--- src/rtl/fifo_drain.sv ---
// Read-side drain controller for an 8-bit synchronous FIFO: issues reads, absorbs the
// one-cycle read latency in a 2-entry buffer and presents words on a valid/ready stream.
module fifo_drain #(
    parameter int unsigned WIDTH     = 8,
    parameter int unsigned CNT_WIDTH = 16
) (
    input  logic                 clk,
    input  logic                 rst,
    input  logic                 en,
    input  logic                 fifo_empty,
    input  logic                 fifo_underflow,
    input  logic [WIDTH-1:0]     fifo_rdata,
    output logic                 rd_en,
    output logic                 out_valid,
    input  logic                 out_ready,
    output logic [WIDTH-1:0]     out_data,
    output logic                 busy,
    output logic [CNT_WIDTH-1:0] drain_cnt,
    output logic                 err
);

    typedef enum logic [1:0] {StIdle, StRun, StStop} state_e;

    state_e               state_q, state_d;
    logic [1:0]           occ_q, occ_d;
    logic                 inflight_q;
    logic [WIDTH-1:0]     head_q, head_d;
    logic [WIDTH-1:0]     tail_q, tail_d;
    logic [CNT_WIDTH-1:0] cnt_q, cnt_d;
    logic                 err_q, err_d;
    logic                 pop;
    logic                 capture;
    logic                 space_ok;

    assign out_valid = (occ_q != 2'd0);
    assign out_data  = head_q;
    assign busy      = (state_q != StIdle);
    assign drain_cnt = cnt_q;
    assign err       = err_q;

    assign pop     = out_valid & out_ready;
    assign capture = inflight_q;

    // In-flight reads reserve a slot, so the buffer can never overflow on capture.
    assign space_ok = ({1'b0, occ_q} + {2'b00, inflight_q}) < (3'd2 + {2'b00, pop});
    assign rd_en    = (state_q == StRun) & ~fifo_empty & space_ok;

    always_comb begin
        occ_d  = occ_q + {1'b0, capture} - {1'b0, pop};
        head_d = head_q;
        tail_d = tail_q;
        if (pop) begin
            head_d = tail_q;
        end
        if (capture) begin
            if (occ_q == {1'b0, pop}) begin
                head_d = fifo_rdata;
            end else begin
                tail_d = fifo_rdata;
            end
        end
    end

    always_comb begin
        state_d = state_q;
        unique case (state_q)
            StIdle: if (en) state_d = StRun;
            StRun:  if (!en) state_d = StStop;
            StStop: begin
                // occ_d==0 also implies nothing was in flight, since a capture adds a word.
                if (en) begin
                    state_d = StRun;
                end else if (occ_d == 2'd0) begin
                    state_d = StIdle;
                end
            end
            default: state_d = StIdle;
        endcase
    end

    assign cnt_d = cnt_q + {{(CNT_WIDTH-1){1'b0}}, pop};
    assign err_d = err_q | fifo_underflow | (rd_en & fifo_empty);

    always_ff @(posedge clk or negedge rst) begin
        if (!rst) begin
            state_q    <= StIdle;
            occ_q      <= 2'd0;
            inflight_q <= 1'b0;
            head_q     <= '0;
            tail_q     <= '0;
            cnt_q      <= '0;
            err_q      <= 1'b0;
        end else begin
            state_q    <= state_d;
            occ_q      <= occ_d;
            inflight_q <= rd_en;
            head_q     <= head_d;
            tail_q     <= tail_d;
            cnt_q      <= cnt_d;
            err_q      <= err_d;
        end
    end

endmodule

--- config.mk ---
export PLATFORM = sky130hd
export DESIGN_NAME = fifo_drain
export DESIGN_NICKNAME = d
export VERILOG_FILES = /design/src/rtl/fifo_drain.sv
export SDC_FILE = /design/constraint.sdc
export NUM_CORES = 1
export LEC_CHECK = 0
export CAP_MARGIN = 15
export CORE_MARGIN = 2
export CORE_UTILIZATION = 43
export DETAILED_ROUTE_END_ITERATION = 8
export GPL_TIMING_DRIVEN = 0
export PLACE_DENSITY = 0.74
export SLEW_MARGIN = 20
export SYNTH_ARGS = -nofsm -noshare
export SYNTH_HDL_FRONTEND = slang
export SYNTH_SLANG_ARGS = --single-unit
--- constraint.sdc ---
create_clock -name clk -period 1.8 [get_ports clk]
set_input_delay 0.36 -clock clk [delete_from_list [all_inputs] [get_ports clk]]
set_output_delay 0.36 -clock clk [all_outputs]
set_load 0.03 [all_outputs]
==> flow_summary_export.csv <==
group,metric,value,unit
clocking,clk_latency,0.29,ns
sta,max_freq,515,MHz
synthesis,ys_types,26,
sta,finalCritPeriodShare,108,%
synthesis,synth_top_cell_area_share,57.4,%
place,place.gp.congestion,0.793,
critical_path,critPathBufInv,1,
synthesis,synth.avg_cell_area,12.6,um2
critical_path,cp-startpoint,"occ_q[0]",
layout,drive_above_1_share,21.5,%
synthesis,synthTopCellsByCount,"dfrtp_1, xnor2_1, nand2_1",
floorplanning,die_w,66.0,um
clocking,cts_buffers,5,
pwr,power.total,3.52,mW
synthesis,synth_top_cell_by_area,"dfrtp_1",
critical_path,cp.required,1.44,ns
synthesis,synth-edff-count,0,
sta,rsz0062_at_grt,"true",
layout,nets,204,
sta,slew_headroom,69.2,%
synthesis,synth.cell_area,0.00166,mm2
detailed_routing,ant_nets,0,
synthesis,yosysWarnings,0,
floorplanning,ios,42,
synthesis,synth_seq_cells,38,
floorplanning,fp.dieH,66.0,um
place,hpwl,2480,um
detailed_routing,first_pass_iters,4,
floorplanning,core,0.00369,mm2
sta,setup_viol,1,
layout,area_growth,41.5,%
floorplanning,dieArea,0.00436,mm2
critical_path,critical_path.most_common_cell,"ha_4",
synthesis,async_reset_ff_share,100,%
critical_path,reg2reg_setup_slack,0.02,ns
critical_path,critical_path.top_delay_family,"flip-flops",
sta,setup_slack,-0.143,ns
run_status,violations,"negative setup slack",
sta,worstMarginPinSlew,0.461,ns
detailed_routing,wirelength,3570,um
clocking,tritoncts,"done",
global_route,grt_max_degree,30,
critical_path,rr_startpoint,"occ_q[0]",
floorplanning,initial_utilization,44.9,%
global_route,antenna_found_initial,0,
flow_run,drv_cap,0,
critical_path,cp.arrival,1.58,ns
synthesis,synthFlopType,"dfrtp_1",
sta,fin_worst_skew,0.00335,ns
detailed_routing,drtIter0Drc,57,
global_route,overflow,0,
layout,fin_area,0.00234,mm2
clocking,h-tree-depth,2,
detailed_routing,drc,0,
clocking,clockBufferDepth,2,
critical_path,cp-end-kind,"primary output",
detailed_routing,num_vias,1177,
run_status,run_status,"finished with violations",
sta,setup_tns,-0.143,ns
clocking,cts-root-buf,"clkbuf_8",
global_route,gr-usage-all-layers,18.7,%
pwr,p_per_area,1500,mW/mm2
synthesis,syn_inst,131,
critical_path,cp_slowest_cell,"dfrtp_2",
clocking,clk_pin_slew_worst_paths,0.07,ns
pwr,leakagePower,1.09,nW
synthesis,synth_area_leaders,"dfrtp_1, xnor2_1, mux2_2",
synthesis,synthesis.nets,149,
layout,final_util,63.5,%
global_route,grt_pass1_vias,1268,
critical_path,worstSetupPathType,"flip-flop to primary output",
detailed_routing,viasPerCell,5.03,
layout,num_antenna_cells,0,
floorplanning,rows,22,
sta,min_period,1.94,ns
detailed_routing,post_drt_wl_per_cell,15.3,um
place,portBuffers,41,
synthesis,synth.most_common_cell,"dfrtp_1",
sta,finalHoldViolations,0,
place,place_area,0.00216,mm2
pwr,ir_drop,973,uV
critical_path,slowest_delay,0.44,ns
critical_path,cp_cell_sequence,"ha_4 -> ha_4 -> o21ai_2 -> nor4b_4 -> buf_6",
global_route,grt_pass1_wl,5900,um
clocking,clock-sinks,38,
synthesis,yosysSeqAreaShare,57.4,%
sta,drv_slew,0,
critical_path,critPathLaunchType,"flip-flop",
hold_path,hp-class,"input port to async pin",
critical_path,cp_max_fo,4,
layout,nFillCells,306,
==> cells by family (layout without fill, tap and decap cells) <==
kind of cell | Yosys count | count (layout) | synth area share (%)
simple gates | 39 | 39 | 14.2
buf+inv | 2 | 57 | 0.756
compound gates | 15 | 15 | 5.29
fa+ha+maj | 4 | 4 | 3.02
xor+xnor | 17 | 17 | 9.00
flops | 38 | 38 | 57.4
mux | 16 | 16 | 10.3
==> flip-flops by register name, indices dropped and copies added, names as in the netlist <==
| register | flops |
|---|---|
| capture | 1 |
| drain_cnt | 16 |
| err | 1 |
| occ_q | 2 |
| out_data | 8 |
| state_q | 2 |
| tail_q | 8 |
==> cells in the final DEF, fill, tap and decap left out, types with 2 or more instances in the layout <==
cell type         n
clkdlybuf4s50_1  29
nand3_1           7
dfrtp_2           3
and4_1            2
dlymetal6s2s_1    5
a21oi_1           2
nand2b_1          4
o21ai_0           8
and3_1            2
or2_2             3
buf_4             5
clkbuf_1          2
clkbuf_8          5
mux2i_1           8
mux2_2            8
o21ai_2           2
buf_2             2
xnor2_1          14
nand2_1          11
nand4_1           3
ha_4              2
xor2_1            3
dfrtp_1          35
dlygate4sd2_1     4
==> metrics by stage <==
step,cells,hold WS (ns),worst slack [ns]
after floorplan,131,0.0644,0.0343
after global placement,220,0.454,-0.693
after detailed placement,221,0.240,-0.821
after CTS,231,0.468,-0.148
after global routing,234,0.473,-0.197
final,234,0.463,-0.143
==> path summary, 6_finish.rpt <==
check | end | cells after the start
worst min register to register | err | 1
max in group asynchronous | drain_cnt[11] | 3
worst min-delay path | drain_cnt[5] | 2
worst max-delay path | rd_en | 5
worst max register to register | state_q[1] | 7
min in group clk | err | 1
==> where the power goes <==
group	internal (mW)	switching (mW)	total [mW]
Sequential	1.15	0.254	1.41
Clock	0.266	0.274	0.540
Combinational	0.755	0.819	1.57
==> area by class of cell <==
class	count	area, um2	share of cell area [%]
well taps	48	60.1	2.56
clock buffers	7	76.3	3.26
repair buffers	48	477	20.4
flip-flops and latches	38	955	40.8
plain buffers	2	20.0	0.855
multi-input cells	91	754	32.2
==> per-layer routing <==
layer | part of all wire [%] | vias to the layer above | routed length (um) | track usage [%]
met2 | 50 | 34 | 1780 | 31.9
met5 | 0 | - | 0 | 0
met1 | 43 | 570 | 1540 | 21.6
met4 | 0.95 | 0 | 34 | 4.59
met3 | 6.3 | 3 | 224 | 8.01
li1 | - | 570 | - | -
==> repair_timing <==
| action | 4_1_cts | 5_1_grt |
|---|---|---|
| gates resized for setup | 23 | 11 |
| setup buffers | 2 | 3 |
| pin swaps | 1 | 1 |
| endpoints found under the hold margin | 9 | 0 |
| endpoints found under the setup margin | 6 | 20 |
| hold buffers | 1 | 0 |
| cloned | 0 | 0 |
Power figures use the tool's default switching activity.
